===== src/rtl/uart_pkg.sv =====
// Shared types for the UART transmit path.
// Frame-length helper for frame timing.
package uart_pkg;

  typedef enum logic [1:0] {
    PARITY_NONE = 2'd0,
    PARITY_EVEN = 2'd1,
    PARITY_ODD  = 2'd2
  } parity_e;

  typedef enum logic [2:0] {
    ST_IDLE,
    ST_START,
    ST_DATA,
    ST_PARITY,
    ST_STOP,
    ST_BREAK
  } tx_state_e;

  function automatic int frame_bits(int dw, int par, int sb);
    return 1 + dw + ((par != 0) ? 1 : 0) + sb;
  endfunction

endpackage


===== src/rtl/sync_fifo.sv =====
// Synchronous FIFO with ready/valid write and pop strobe.
// Pointers carry one extra wrap bit for full/empty.
module sync_fifo #(
  parameter int DATA_W = 8,
  parameter int DEPTH  = 16
) (
  input  logic                     clk_i,
  input  logic                     rst_i,
  input  logic [DATA_W-1:0]        wdata_i,
  input  logic                     wvalid_i,
  output logic                     wready_o,
  input  logic                     pop_i,
  output logic [DATA_W-1:0]        rdata_o,
  output logic                     empty_o,
  output logic [$clog2(DEPTH):0]   count_o
);

  localparam int AW = $clog2(DEPTH);
  localparam int PW = AW + 1;

  logic [PW-1:0]     wptr_q;
  logic [PW-1:0]     rptr_q;
  logic [DATA_W-1:0] mem_q [DEPTH];
  logic              full;
  logic              we;
  logic              re;

  assign full = (wptr_q[AW] != rptr_q[AW]) &&
                (wptr_q[AW-1:0] == rptr_q[AW-1:0]);
  assign empty_o  = (wptr_q == rptr_q);
  assign wready_o = !full;
  assign we       = wvalid_i && !full;
  assign re       = pop_i && !empty_o;
  assign rdata_o  = mem_q[rptr_q[AW-1:0]];
  assign count_o  = wptr_q - rptr_q;

  // Pointer update; wrap bit distinguishes full from empty.
  always_ff @(posedge clk_i or posedge rst_i) begin
    if (rst_i) begin
      wptr_q <= '0;
      rptr_q <= '0;
    end else begin
      if (we) wptr_q <= wptr_q + PW'(1);
      if (re) rptr_q <= rptr_q + PW'(1);
    end
  end

  // Storage array, written on accepted handshake.
  always_ff @(posedge clk_i) begin
    if (we) mem_q[wptr_q[AW-1:0]] <= wdata_i;
  end

endmodule


===== src/rtl/uart_tx_fifo.sv =====
// UART transmitter with input FIFO, parity, stop bits,
// runtime prescale and break generation.
module uart_tx_fifo
  import uart_pkg::*;
#(
  parameter int DATA_W     = 8,
  parameter int DEPTH      = 16,
  parameter int PARITY     = 0,
  parameter int STOP_BITS  = 1,
  parameter int PRESCALE_W = 16
) (
  input  logic                     clk_i,
  input  logic                     rst_i,
  input  logic [PRESCALE_W-1:0]    prescale_i,
  input  logic [DATA_W-1:0]        data_i,
  input  logic                     valid_i,
  output logic                     ready_o,
  input  logic                     break_i,
  output logic                     tx_o,
  output logic                     busy_o,
  output logic [$clog2(DEPTH):0]   count_o
);

  localparam int BW = $clog2(DATA_W + 2);
  localparam parity_e PMODE = parity_e'(2'(PARITY));
  localparam logic [BW-1:0] DATA_LAST = BW'(DATA_W - 1);
  localparam logic [BW-1:0] BRK_LAST  = BW'(DATA_W + 1);
  localparam logic [BW-1:0] STOP_LAST = BW'(STOP_BITS - 1);

  tx_state_e         state_q;
  logic              tx_q;
  logic [PRESCALE_W-1:0] timer_q;
  logic [PRESCALE_W-1:0] pres_q;
  logic [BW-1:0]     bit_q;
  logic [DATA_W-1:0] shift_q;
  logic              par_q;
  logic              brk_pend_q;

  logic [DATA_W-1:0] f_data;
  logic              f_empty;
  logic              pop;
  logic              bit_end;
  logic              brk_req;
  logic              stop_done;

  sync_fifo #(
    .DATA_W (DATA_W),
    .DEPTH  (DEPTH)
  ) u_fifo (
    .clk_i    (clk_i),
    .rst_i    (rst_i),
    .wdata_i  (data_i),
    .wvalid_i (valid_i),
    .wready_o (ready_o),
    .pop_i    (pop),
    .rdata_o  (f_data),
    .empty_o  (f_empty),
    .count_o  (count_o)
  );

  assign bit_end   = (timer_q == '0);
  assign brk_req   = break_i || brk_pend_q;
  assign stop_done = (state_q == ST_STOP) && bit_end &&
                     (bit_q == '0);
  assign pop       = !f_empty && !brk_req &&
                     ((state_q == ST_IDLE) || stop_done);
  assign busy_o    = (state_q != ST_IDLE);
  assign tx_o      = tx_q;

  // Frame sequencer: bit timer, shifter and registered line.
  always_ff @(posedge clk_i or posedge rst_i) begin
    if (rst_i) begin
      state_q    <= ST_IDLE;
      tx_q       <= 1'b1;
      timer_q    <= '0;
      pres_q     <= '0;
      bit_q      <= '0;
      shift_q    <= '0;
      par_q      <= 1'b0;
      brk_pend_q <= 1'b0;
    end else begin
      if (break_i && state_q != ST_IDLE &&
          state_q != ST_BREAK)
        brk_pend_q <= 1'b1;
      if (!bit_end) timer_q <= timer_q - PRESCALE_W'(1);
      unique case (state_q)
        ST_IDLE: begin
          if (brk_req) begin
            state_q    <= ST_BREAK;
            tx_q       <= 1'b0;
            pres_q     <= prescale_i;
            timer_q    <= prescale_i;
            bit_q      <= '0;
            brk_pend_q <= 1'b0;
          end
        end
        ST_START: begin
          if (bit_end) begin
            state_q <= ST_DATA;
            tx_q    <= shift_q[0];
            timer_q <= pres_q;
            bit_q   <= '0;
          end
        end
        ST_DATA: begin
          if (bit_end) begin
            timer_q <= pres_q;
            if (bit_q == DATA_LAST) begin
              if (PMODE != PARITY_NONE) begin
                state_q <= ST_PARITY;
                tx_q    <= par_q;
              end else begin
                state_q <= ST_STOP;
                tx_q    <= 1'b1;
                bit_q   <= STOP_LAST;
              end
            end else begin
              bit_q   <= bit_q + BW'(1);
              shift_q <= shift_q >> 1;
              tx_q    <= shift_q[1];
            end
          end
        end
        ST_PARITY: begin
          if (bit_end) begin
            state_q <= ST_STOP;
            tx_q    <= 1'b1;
            timer_q <= pres_q;
            bit_q   <= STOP_LAST;
          end
        end
        ST_STOP: begin
          if (bit_end) begin
            if (bit_q != '0) begin
              bit_q   <= bit_q - BW'(1);
              timer_q <= pres_q;
            end else begin
              state_q <= ST_IDLE;
            end
          end
        end
        ST_BREAK: begin
          if (bit_end) begin
            timer_q <= pres_q;
            if (bit_q == BRK_LAST) begin
              if (!break_i) begin
                state_q <= ST_STOP;
                tx_q    <= 1'b1;
                bit_q   <= '0;
              end
            end else begin
              bit_q <= bit_q + BW'(1);
            end
          end
        end
        default: state_q <= ST_IDLE;
      endcase
      if (pop) begin
        state_q <= ST_START;
        tx_q    <= 1'b0;
        pres_q  <= prescale_i;
        timer_q <= prescale_i;
        shift_q <= f_data;
        par_q   <= (^f_data) ^ (PMODE == PARITY_ODD);
      end
    end
  end

endmodule


===== config.mk =====
export PLATFORM = sky130hd
export DESIGN_NAME = uart_tx_fifo
export DESIGN_NICKNAME = d
export VERILOG_FILES = /design/src/rtl/uart_pkg.sv /design/src/rtl/sync_fifo.sv /design/src/rtl/uart_tx_fifo.sv
export SDC_FILE = /design/constraint.sdc
export NUM_CORES = 1
export LEC_CHECK = 0
export ABC_AREA = 1
export ABC_CLOCK_PERIOD_IN_PS = 7200
export CAP_MARGIN = 10
export CORE_MARGIN = 4
export CORE_UTILIZATION = 40
export DETAILED_ROUTE_END_ITERATION = 8
export PLACE_DENSITY = 0.53
export SETUP_SLACK_MARGIN = 0.15
export SKIP_CTS_REPAIR_TIMING = 1
export SLEW_MARGIN = 20
export SYNTH_ARGS = -nofsm -noshare
export SYNTH_HDL_FRONTEND = slang
export SYNTH_SLANG_ARGS = --single-unit

===== constraint.sdc =====
create_clock -name clk_i -period 7.2 [get_ports clk_i]
set_input_delay 1.08 -clock clk_i [delete_from_list [all_inputs] [get_ports clk_i]]
set_output_delay 1.08 -clock clk_i [all_outputs]
set_load 0.05 [all_outputs]

==> out/qor.txt, run 1 <==
outcome: finished, final reports clean
H-tree depth: 4
Mapped Nets: 942
Max Root-Sink Buffers: 2
Vias/cell: 5.17
Mapped Cells: 899
Mean Syn Cell Area: 9.67 um2
leading cell type by number of instances after synthesis: nand2_1
Worst Setup Start Kind: register
area delta synth->final: 13.3%
Max VDD drop: 0.196 mV
YS warnings: 0
area share of the largest cell type after synthesis: 44.2%
total wire length: 20.8 mm
Root Driver: clkbuf_16
Max-slew headroom: 28.5%
die boundary width: 155 um
antenna violations before repair: 0
DRT antenna net count: 0
CP max stage delay: 0.81 ns
Clock Skews: 0.0246 ns
io pins: 36
Synth Area in Simple Gates: 21.0%
Worst Hold Class: reg2reg
crit-path max FO: 68
vias in the first global route: 6,082
row cnt: 53
Synth Area in Compound Gates: 9.01%
post-synthesis mux area share: 0%
RR Endpoint: u_fifo.mem_q[9][2]
Starting Density: 40.9%
top post-synthesis cells by area: edfxtp_1 (44%), dfrtp_1 (17%), nand2_1 (9.4%)
EDFF count, synth: 128
r2r startpoint: u_fifo.rptr_q[1]
reg2reg setup slack: 4.09 ns
drt pass-1 iters: 6
PortBufs: 35
fin. max-slew vios: 0
Clk Latency, worst-skew pair: 0.45 ns
minimum clock period: 4.21 ns
GR Overflow Total: 0
max_cap viols: 0
WHS Endpoint: pres_q[1]
Total Routing Usage GR: 17.7%
DR WL/cell: 17.2 um
Post-Syn Area: 8690 um2
DIE AREA: 24,100 um2
dpl cells: 1,179
Commonest cells post-synth: nand2_1 (218), nor2_1 (147), edfxtp_1 (128), o21ai_0 (88), dfrtp_1 (58)
Total Negative Setup Slacks: 0 ns
placed wire-length estimate: 13.4 mm
n_diodes: 0
critical path's slowest cell: clkdlybuf4s50_1
# clock sinks: 187
async set-reset flop share out of synthesis: 31.6%
CP Data Arrival Time: 3.13 ns
die height: 155 um
Final setup viols: 0
Top delay family on crit path: buffers and inverters
Adder-Cell Fraction of Synth Area: 2.25%
CP Capture Type: primary output
WP data required: 6.12 ns
largest net degree at the start of global routing: 69
number of CTS-inserted buffers: 17
gp weighted congestion: 0.836
Final nets: 966
#FFs+latches synth: 187
clock-pin slew on the worst setup and hold paths: 0.08 ns
core area: 21,200 um2
main flop type after synthesis: edfxtp_1
RSZ-0062 raised after global routing: false
final hold vios: 0
leading area contributor after synthesis: edfxtp_1
Post-route DRC: 0
Post-Synth XOR/XNOR Area: 2.02%
crit share post-route: 58.4%
hold_sp: pres_q[1]
library cells used by synthesis: 39
cell depth of the worst hold path: 2
layout cells sized above 1: 6.20%
non-filler instance count after layout: 1,211
main combinational cell family by area after synthesis: simple AND/OR/NAND/NOR gates
first-pass GRT wire length: 33.4 mm
CTS tree: yes
leak pwr: 0.00393 uW
Worst Path Buf+Inv: 2
via count: 6,263
Power Dens Cells: 436 nW/um2
sequential fraction of the synthesis area: 61.2%
crit path cell chain: buf_4 -> ha_1 -> fa_1 -> o21ai_0 -> xor2_1 -> clkdlybuf4s50_1
Starting DRT DRC Count: 407
critical path class: reg2out
fmax: 238 MHz
worst slew pin tran: 1.07 ns
Reg2Reg Depth: 9
## cell usage in the layout, fill, tap and decap left out, types with 3 or more instances in the layout
cell / Yosys / layout
a21oi_1: 18 / 18
buf_4: 1 / 5
clkbuf_16: 0 / 17
clkdlybuf4s50_1: 0 / 35
dfrtp_1: 58 / 57
edfxtp_1: 128 / 128
ha_1: 14 / 14
inv_1: 47 / 45
inv_2: 6 / 8
inv_6: 1 / 3
inv_8: 0 / 6
nand2_1: 218 / 218
nand2_2: 4 / 4
nand3_1: 52 / 52
nand3b_1: 5 / 5
nand4_1: 8 / 8
nor2_1: 147 / 147
nor3_1: 8 / 8
o211ai_1: 11 / 11
o21ai_0: 88 / 88
o22ai_1: 12 / 12
xnor2_1: 4 / 4
xor2_1: 16 / 16
## through the flow
step | cell area [um2] | setup slack [ns] | power [uW] | hold slack (ns) | utilization [%]
after floorplan | 8690 | 3.94 | 2850 | 0.442 | -
final | 9840 | 2.99 | 4290 | 0.475 | 46.4
after global placement | 9240 | 3.49 | 3360 | 0.455 | 43.6
after CTS | 9840 | 2.98 | 4330 | 0.476 | 46.4
after global routing | 9840 | 2.82 | 4610 | 0.488 | 46.4
after detailed placement | 9240 | 3.46 | 3360 | 0.459 | 43.6
## final cells by class
type                            count  area (um2)
Timing Repair Buffer               40         388
Sequential cell                   187        5320
Fill cell                        2025       11400
Inverter                           55         211
Clock inverter                     14         169
Multi-Input combinational cell    622        2980
Clock buffer                       18         429
Tap cell                          275         344
## state kept, by name (all words and copies together) (netlist names)
name,count
u_fifo.mem_q,128
pres_q,16
timer_q,16
shift_q,8
u_fifo.rptr_q,5
u_fifo.wptr_q,5
bit_q,4
state_q,3
brk_pend_q,1
tx_o,1
## kinds of logic after synthesis
| group | after synthesis |
|---|---|
| AO/OA/AOI/OAI | 140 |
| flip-flops | 187 |
| buffers and inverters | 90 |
| adder cells (fa/ha/maj) | 15 |
| XOR/XNOR | 20 |
| AND/OR/NAND/NOR | 447 |
## worst min-delay path: stages (launching register included)
cell and delay [ns]:
dfrtp_1 0.34, nand2_1 0.05, nand2_1 0.05
## worst max-delay path by stage
stage	end	cells after the start	slack, ns	from
finish	count_o[4]	6	2.99	u_fifo.rptr_q[0]
global route	count_o[4]	6	2.82	u_fifo.rptr_q[0]
floorplan	count_o[3]	7	3.94	u_fifo.rptr_q[1]
detailed placement	count_o[4]	6	3.46	u_fifo.rptr_q[0]
CTS	count_o[4]	6	2.98	u_fifo.rptr_q[0]
global placement	count_o[4]	6	3.49	u_fifo.rptr_q[0]
## metal layers
layer | global-route usage [%] | routed length (um)
met5 | 0 | 0
met4 | 4.17 | 157
met3 | 3.42 | 970
met2 | 29.5 | 10200
met1 | 23.9 | 9400
## power breakdown
group / leakage, uW / internal (uW) / switching [uW]
clock: 0.000292 / 499 / 461
sequential: 0.00186 / 1390 / 158
combinational: 0.00178 / 561 / 1220
Note: power is estimated with default switching activity, not from simulation.
==> inputs of run 2 (changes only) <==
--- a/config.mk
+++ b/config.mk
@@ -6,7 +6,7 @@
 export NUM_CORES = 1
 export LEC_CHECK = 0
 export ABC_AREA = 1
-export ABC_CLOCK_PERIOD_IN_PS = 7200
+export ABC_CLOCK_PERIOD_IN_PS = 4320
 export CAP_MARGIN = 10
 export CORE_MARGIN = 4
 export CORE_UTILIZATION = 40
==> constraint.sdc (replaced) <==
create_clock -name clk_i -period 4.32 [get_ports clk_i]
set_input_delay 0.648 -clock clk_i [delete_from_list [all_inputs] [get_ports clk_i]]
set_output_delay 0.648 -clock clk_i [all_outputs]
set_load 0.05 [all_outputs]
==> run 2 against run 1 <==
Net effect:
- power rose by 69%
- count of clock-buffer cells in the layout fell by 1
- via count fell by 0.32%
- cell count rose by 0.25%
- die area did not move
- largest power group unchanged
- register-to-register slack got worse by 2.8 ns
- clock skew fell by 0.013 ns
- worst setup slack got worse by 2.3 ns
- routed wire length rose by 1.7%
- clock power rose by 67%
- core utilization rose by 0.16 points
- hold slack improved by 0.0062 ns
- critical path type unchanged
==> out/qor.txt, run 2 (synthesis results as in run 1) <==
leak pwr: 0.00395 uW
layout cells sized above 1: 6.60%
clock-pin slew on the worst setup and hold paths: 0.08 ns
crit-path max FO: 12
Clk Latency, worst-skew pair: 0.44 ns
fin. max-slew vios: 0
CTS tree: yes
area delta synth->final: 13.7%
number of CTS-inserted buffers: 17
multi-input logic area: 2980 um2
placed wire-length estimate: 14.0 mm
fmax: 279 MHz
die height: 155 um
WP data required: 3.67 ns
row cnt: 53
dpl cells: 1,182
Max VDD drop: 0.386 mV
outcome: finished, final reports clean
GR Overflow Total: 0
first-pass GRT wire length: 33.9 mm
core area: 21,200 um2
leading cell type in the layout, fill and taps excluded: nand2_1
# clock sinks: 187
n_diodes: 0
Max-slew headroom: 33.2%
RSZ-0062 raised after global routing: false
hold_sp: pres_q[12]
Worst Hold Class: reg2reg
crit share post-route: 83.0%
Max Root-Sink Buffers: 2
PortBufs: 35
CP Data Arrival Time: 2.94 ns
H-tree depth: 4
Fillers: 2,036
drt pass-1 iters: 5
max_cap viols: 0
Worst Setup Start Kind: register
Total Routing Usage GR: 18.1%
Worst setup startpoint: u_fifo.rptr_q[2]
commonest non-fill, non-tap cells in the layout: nand2_1 (218), nor2_1 (147), edfxtp_1 (128)
register area: 5320 um2
Final setup viols: 0
die boundary width: 155 um
antenna violations before repair: 0
Post-route DRC: 0
gp weighted congestion: 0.828
Vias/cell: 5.14
vias in the first global route: 6,101
DR WL/cell: 17.4 um
worst slew pin tran: 0.998 ns
critical path class: reg2out
Root Driver: clkbuf_16
Starting DRT DRC Count: 544
minimum clock period: 3.59 ns
largest net degree at the start of global routing: 68
DIE AREA: 24,100 um2
max FFs per register: 128
non-filler instance count after layout: 1,214
CP Capture Type: primary output
Final nets: 969
r2r startpoint: u_fifo.rptr_q[2]
Total Negative Setup Slacks: 0 ns
io pins: 36
final hold vios: 0
via count: 6,243
DRT antenna net count: 0
Power Dens Cells: 734 nW/um2
Starting Density: 40.9%
total wire length: 21.1 mm
Clock Skews: 0.0117 ns
==> run 2: changes by cell type in the layout (fill, tap and decap cells not counted), sizes merged <==
cell           previous run  this run
buf                       5        10
clkdlybuf4s50            35        33
clkinv                    5         7
clkbuf                   18        17
inv                      62        61
==> run 2: final cells by class <==
cell class                 count  area share [%]
clock buffer                  17            4.31
multi-input combinational    622            30.2
tap                          275            3.48
sequential                   187            53.9
clock inverter                15            1.79
inverter                      55            2.14
timing repair buffer          43            4.23
==> run 2: worst max-delay path, stage by stage, from the launching register on <==
cell and delay, ns:
dfrtp_1 0.63, inv_2 0.21, ha_1 0.40, nand2_1 0.07, o21ai_0 0.20, xor2_1 0.16
clkdlybuf4s50_1 0.83
==> run 2: where the power goes <==
group / leakage (uW) / total [uW] / internal (uW) / switching (uW)
logic: 0.00180 / 3050 / 995 / 2050
clock network: 0.000291 / 1600 / 830 / 770
registers: 0.00186 / 2600 / 2320 / 274
==> run 2: through the flow <==
step	utilization (%)	power (uW)	cell area, um2	hold WS (ns)	setup WS [ns]
final	46.5	7250	9880	0.481	0.734
after global routing	46.5	7790	9880	0.507	0.591
after CTS	46.5	7310	9880	0.482	0.715
after detailed placement	43.7	5700	9270	0.463	1.21
after global placement	43.7	5700	9270	0.453	1.24
after floorplan	-	4760	8690	0.442	1.41
==> run 2: worst paths after layout <==
kind / endpoint / slack, ns / cells after the start
max: count_o[4] / 0.73 / 6
min: pres_q[12] / 0.48 / 2
max reg2reg: u_fifo.mem_q[0][6] / 1.28 / 9
min reg2reg: pres_q[12] / 0.48 / 2
max in group asynchronous: tx_o / 2.83 / 3
min in group asynchronous: bit_q[3] / 0.57 / 2
==> run 2: layer usage <==
layer	track usage, %	share of wire [%]	wire length [um]
met1	24.7	45	9560
met2	29.5	48	10200
met3	3.62	4.9	1040
met4	5.25	1.5	310
met5	0	0	0
